<file path="config.mk">
export PLATFORM = sky130hd
export DESIGN_NAME = vpu_cmd_queue
export DESIGN_NICKNAME = d
export VERILOG_FILES = /design/src/rtl/vpu_cmd_queue.sv
export SDC_FILE = /design/constraint.sdc
export NUM_CORES = 1
export LEC_CHECK = 0
export CORE_MARGIN = 10
export CORE_UTILIZATION = 35
export DETAILED_ROUTE_END_ITERATION = 12
export GPL_TIMING_DRIVEN = 0
export HOLD_SLACK_MARGIN = 0.05
export PLACE_DENSITY = 0.54
export SLEW_MARGIN = 15
export SYNTH_ARGS = -nofsm -noshare
export SYNTH_HDL_FRONTEND = slang
export SYNTH_SLANG_ARGS = --single-unit
</file>
<file path="constraint.sdc">
create_clock -name clk -period 17.3 [get_ports clk]
set_input_delay 3.46 -clock clk [delete_from_list [all_inputs] [get_ports clk]]
set_output_delay 3.46 -clock clk [all_outputs]
set_load 0.02 [all_outputs]
</file>
<file path="src/rtl/vpu_cmd_queue.sv">
// Host command FIFO in front of the VPU request port. It holds commands back
// per stream while that stream has MAX_OUTSTANDING responses still pending.
module vpu_cmd_queue #(
  parameter int STREAM_ID_WIDTH = 2,
  parameter int DEPTH           = 4,
  parameter int DEPTH_LG2       = 2,
  parameter int MAX_OUTSTANDING = 3
) (
  input  logic                       clk,
  input  logic                       rst,
  input  logic                       host_valid_i,
  output logic                       host_ready_o,
  input  logic [7:0]                 host_opcode_i,
  input  logic [23:0]                host_dst0_i,
  input  logic [23:0]                host_src0_i,
  input  logic [23:0]                host_src1_i,
  input  logic [23:0]                host_src2_i,
  input  logic [23:0]                host_imm_i,
  input  logic [STREAM_ID_WIDTH-1:0] host_stream_id_i,
  output logic                       vpu_valid_o,
  input  logic                       vpu_ready_i,
  output logic [7:0]                 vpu_opcode_o,
  output logic [23:0]                vpu_dst0_o,
  output logic [23:0]                vpu_src0_o,
  output logic [23:0]                vpu_src1_o,
  output logic [23:0]                vpu_src2_o,
  output logic [23:0]                vpu_imm_o,
  output logic [STREAM_ID_WIDTH-1:0] vpu_stream_id_o,
  input  logic                       mon_resp_valid_i,
  input  logic                       mon_resp_ready_i,
  input  logic [STREAM_ID_WIDTH-1:0] mon_resp_stream_id_i,
  output logic [DEPTH_LG2:0]         occupancy_o,
  output logic                       idle_o,
  output logic                       err_o
);

  localparam int               NUM_STREAMS = 1 << STREAM_ID_WIDTH;
  localparam int               ENTRY_W     = 8 + 5 * 24 + STREAM_ID_WIDTH;
  localparam logic [2:0]       MAX_OS      = 3'(MAX_OUTSTANDING);
  localparam logic [DEPTH_LG2:0] DEPTH_CNT = (DEPTH_LG2 + 1)'(DEPTH);

  logic [ENTRY_W-1:0]   mem [DEPTH];
  logic [DEPTH_LG2-1:0] wr_ptr;
  logic [DEPTH_LG2-1:0] rd_ptr;
  logic [DEPTH_LG2:0]   occ;
  logic [2:0]           inflight [NUM_STREAMS];
  logic                 err;

  logic [ENTRY_W-1:0]   host_entry;
  logic [ENTRY_W-1:0]   head_entry;
  logic                 push;
  logic                 pop;
  logic                 resp;
  logic                 inc [NUM_STREAMS];
  logic                 dec [NUM_STREAMS];
  logic                 all_zero;

  assign host_entry = {host_opcode_i, host_dst0_i, host_src0_i, host_src1_i,
                       host_src2_i, host_imm_i, host_stream_id_i};
  assign head_entry = mem[rd_ptr];
  assign {vpu_opcode_o, vpu_dst0_o, vpu_src0_o, vpu_src1_o,
          vpu_src2_o, vpu_imm_o, vpu_stream_id_o} = head_entry;

  // No bypass: a full queue refuses a push even while it pops.
  assign host_ready_o = (occ < DEPTH_CNT);
  assign vpu_valid_o  = (occ != '0) && (inflight[vpu_stream_id_o] < MAX_OS);

  assign push = host_valid_i & host_ready_o;
  assign pop  = vpu_valid_o & vpu_ready_i;
  assign resp = mon_resp_valid_i & mon_resp_ready_i;

  assign occupancy_o = occ;
  assign err_o       = err;
  assign idle_o      = (occ == '0) && all_zero;

  always_comb begin
    all_zero = 1'b1;
    for (int s = 0; s < NUM_STREAMS; s++) begin
      inc[s] = pop  && (vpu_stream_id_o == STREAM_ID_WIDTH'(s));
      dec[s] = resp && (mon_resp_stream_id_i == STREAM_ID_WIDTH'(s));
      if (inflight[s] != 3'd0) all_zero = 1'b0;
    end
  end

  always_ff @(posedge clk) begin
    if (rst) begin
      wr_ptr <= '0;
      rd_ptr <= '0;
      occ    <= '0;
      err    <= 1'b0;
      for (int i = 0; i < DEPTH; i++) mem[i] <= '0;
      for (int s = 0; s < NUM_STREAMS; s++) inflight[s] <= 3'd0;
    end else begin
      if (push) begin
        mem[wr_ptr] <= host_entry;
        wr_ptr      <= wr_ptr + DEPTH_LG2'(1);
      end
      if (pop) rd_ptr <= rd_ptr + DEPTH_LG2'(1);

      case ({push, pop})
        2'b10:   occ <= occ + (DEPTH_LG2 + 1)'(1);
        2'b01:   occ <= occ - (DEPTH_LG2 + 1)'(1);
        default: occ <= occ;
      endcase

      // A response with nothing outstanding is flagged, never underflowed.
      for (int s = 0; s < NUM_STREAMS; s++) begin
        if (inc[s] && !dec[s])
          inflight[s] <= inflight[s] + 3'd1;
        else if (dec[s] && !inc[s] && (inflight[s] != 3'd0))
          inflight[s] <= inflight[s] - 3'd1;
      end

      if (resp && (inflight[mon_resp_stream_id_i] == 3'd0)) err <= 1'b1;
    end
  end

endmodule

</file>
* Word level (Yosys, flattened, before mapping)
Memory sizes are Yosys's and may differ from the RTL's. A register that Yosys moved wholly into a read port is not among the register bits.
Cells that the tools add are included.
** Operators by class
- $add $sub $neg :: 12
- Multipliers :: 0
- Div/mod/pow operators :: 0
- Order comparisons :: 2
- Equal/unequal tests :: 8
- Shifts and indexed selects :: 0
- Muxes and demuxes :: 51
- Bitwise gates (word level) :: 11
- Reduce and logical (&&, ||, !) cells :: 42
** Operators with widths (number)
- two-way mux 130 bit :: 1
- OR reduction 130 bit :: 1
- two-way mux 1 bit :: 38
- two-way mux 3 bit :: 8
- logical AND 1 bit :: 23
- adder 3 x 1 -> 3 bit, second input constant :: 5
- nonzero test 3 bit :: 5
- subtractor 3 x 1 -> 3 bit, second input constant :: 5
- equality test 2 bit, second input constant :: 5
- zero test 1 bit :: 8
- bitwise OR 1 bit :: 8
- equality test 2 x 1 -> 1 bit, second input constant :: 3
- zero test 3 bit :: 2
- two-way mux 2 bit :: 3
- case mux 3 bit (2 select lines) :: 1
- adder 2 x 1 -> 2 bit, second input constant :: 2
- zero test 2 bit :: 2
- bitwise AND 1 bit :: 3
- < comparator 3 x 2 -> 1 bit, second input constant :: 1
- < comparator 3 bit, second input constant :: 1
- nonzero test 2 bit :: 1
** Word-level totals
- Register bits :: 8
- Latch bits :: 0
- RAM bits :: 532
- Bits in read-only memories :: 0
- Input bits :: 138
- Output and inout bits :: 137
- Word-level logic and storage cells :: 132
- Memories :: 2
** Memories
- mem :: depth 4, width 130, read ports 1, clocked after memory_dff 1, wr ports 4, line 42 : logic [ENTRY_W-1:0] mem [DEPTH];
- inflight :: depth 4, width 3, read ports 6, clocked after memory_dff 0, wr ports 4, line 46 : logic [2:0] inflight [NUM_STREAMS];

* Longest topological paths before layout
An unclocked memory read counts as a cell.
- Word-level depth :: 13
- Gate-level depth with buffers :: 14
- Depth with buffers taken out :: 11

* Least setup slack after synthesis
Ideal clock, no wire load.
- Kind :: in2reg
- Start :: input port host_valid_i
- End :: memory mem[1][0] (netlist name), enable pin
- Library setup time :: 0.647 ns
- Data arrival time :: 9.847 ns
- Required time :: 16.653 ns
- Slack :: 6.807 ns
- Stages :: 3
- Buffers on the path :: 0
- Cells stage by stage :: nor2b_1 -> inv_1 -> o21bai_1
** RTL lines
- start: declaration :: line 11 : input logic host_valid_i,
- end: declaration :: line 42

==> flow_summary.toml <==
[global_routing]
antenna_found_initial = 4
grt_max_degree = 42
grtUsageTotal_pct = 15.9
grt-ovfl-total = 0
grt_pass1_wl_mm = 93.1
grt_pass1_vias = 14700

[power_and_ir_drop]
swShare_pct = 29.3
seqPwrFrac_pct = 42.2
ir_drop_mv = 0.0778
p_total_mw = 3.90
intPower_mw = 2.76
clockPowerShare_pct = 30.6
p_sw_mw = 1.14
combPwrFrac_pct = 27.2
power.density_nw_per_um2 = 132
p_leak_nw = 11.1

[timing]
tightest_slew_ns = 1.21
relSlewSlack_pct = 19.3
fmax_mhz = 135
setup_ws_ns = 9.87
fin_crit_ns = 7.43
finalHoldViolCount = 0
drv_slew = 0
finalSetupViolations = 0
skew_ns = 0.0199
rsz0062_at_grt = "no"
period_share_pct = 42.9
fin_setup_tns_ns = 0

[placement]
place.gp.congestion = 0.754
hpwl_mm = 41.5
postPlaceCellArea_um2 = 27700
pre_cts_ws_ns = 9.67
io_buffers = 274

[die]
dieWidth_um = 278
dieArea_um2 = 77300
num_rows = 94
io_pins = 275
initial_core_util_pct = 35.4
core_um2 = 65900
die_y_um = 278

[setup_path]
arrival_ns = 3.97
cp_max_fo = 10
required_ns = 13.84
worstSetupPathType = "flip-flop to output port"
critPathCaptureType = "output port"
crit_path_start_kind = "flip-flop"

[run]
cap_violations = 0

[clocking]
cts_tree = "built"
cts_setup_buffers = 0
insertion_delay_ns = 0.62
clock_sinks = 542
cts-root-buf = "clkbuf_16"
htreeDepth = 2
clk_pin_slew_ns = 0.06
numCtsBuffers = 58
cts.path.max_buffers = 3
cts_resized = 0
hold_buffers = 0

[synth]
synth_flop_cell = "edfxtp_1"
synth_fp_nets = 1710
synthDominantCellAreaShare_pct = 68.6
synth-simple-area-share_pct = 11.1
synth.largest_area_cell = "edfxtp_1"
synthXorXnorAreaFrac_pct = 0.263
synthArstFlopShare_pct = 0
avgSynthCellArea_um2 = 14.9
synth.area.mux_share_pct = 13.3
synth_compound_area_share_pct = 1.25
synth-edff-count = 532
synth_seq_area_share_pct = 69.4
syn-cell-area_um2 = 23300
synth_cells = 1564
synth_top_family_by_area = "multiplexers"
synth_area_leaders = "edfxtp_1, mux4_2, nor2_1"
yosys_warnings = 0
yosysUniqueCellTypes = 48
ys_ff_latch = 542
synth-adder-area-share_pct = 0.559

[drt]
wirelength_mm = 62.2
drc = 0
vias = 13700
drtAntennaViolNets = 0
drt_iter0_drc = 1235
avgViaCountPerCell = 4.83
drtPass1Iterations = 5
routedWlPerCell_um = 22.0

[finish]
layout_common_cells = "edfxtp_1, nor2_1, clkdlybuf4s50_1"
area_delta_synth_final_pct = 26.5
finalInstanceArea_um2 = 29500
nets = 2064
final_common_cell = "edfxtp_1"
drive_gt1_share_pct = 13.3

[hold_path]
min_path_type = "flip-flop to flip-flop"

[outcome]
status = "complete, no violations"
[cell type report]
type	instances	area (um^2)
fillers	5956	36400
repair buffers	294	3240
flip-flops and latches	542	16200
clock inverters	37	289
inverters	149	559
diodes	2	5.00
plain buffers	93	393
clock buffers	70	1520
well taps	864	1080
multi-input cells	780	6210
[stage by stage]
step | util, % | hold slack, ns | instances
2_1_floorplan | - | 0.535 | 1564
3_3_place_gp | 41.2 | 0.490 | 2702
3_5_place_dp | 42.0 | 0.477 | 2722
4_1_cts | 44.7 | 0.504 | 2829
5_1_grt | 44.7 | 0.530 | 2829
6_report | 44.7 | 0.512 | 2831
[path summary, 6_finish.rpt]
| path | from | to | slack, ns | cells after the start |
|---|---|---|---|---|
| max | flip-flop | vpu_dst0_o[13] | 9.87 | 5 |
| min | err_o | err_o | 0.51 | 1 |
| max reg2reg | occupancy_o[2] | mem[0][59] | 13.30 | 7 |
| min reg2reg | err_o | err_o | 0.51 | 1 |
[sequential cells by signal, summed over array words and instances (netlist names), named ones only]
name / flops
occupancy_o: 3
rd_ptr: 2
mem: 520
wr_ptr: 2
inflight: 12
err_o: 1
[layer usage]
metal  track usage (%)  share of wire (%)  wire length (um)  vias up
met3              3.33                5.7              3540       69
li1                  -                  -                 -     6314
met1              20.4                 42             26300     6935
met4              3.27                1.5               930        6
met5                 0              0.056                35        -
met2              27.3                 50             31300      338
[synthesized netlist by cell type, types with 5 or more instances]
cell	number
edfxtp_1	532
nor2_1	281
inv_1	149
nand2_1	136
and2_1	131
mux4_2	130
clkbuf_1	64
buf_2	14
buf_1	12
dfxtp_1	10
a21oi_1	7
a31oi_1	7
nand3_1	7
nand4_1	5
nor2b_1	5
o21ai_0	5
[cells by family after synthesis]
kind of cell,count (synthesis)
xor+xnor,7
flops,542
simple gates,582
fa+ha+maj,8
mux,142
buf+inv,242
compound gates,41
[critical path, stage by stage (launching register included)]
cell and delay, ns:
dfxtp_1 0.35, buf_2 0.26, clkbuf_1 0.92, buf_2 0.59, mux4_2 0.60, clkdlybuf4s50_1 0.63
[power groups by stage]
stage	sequential (mW)	combinational, mW	clock, mW
floorplan	1.68	0.593	0
global placement	1.70	1.05	0
detailed placement	1.68	1.09	0
CTS	1.65	1.09	1.23
global route	1.66	1.14	1.28
finish	1.65	1.06	1.19
Power figures use the tool's default switching activity.
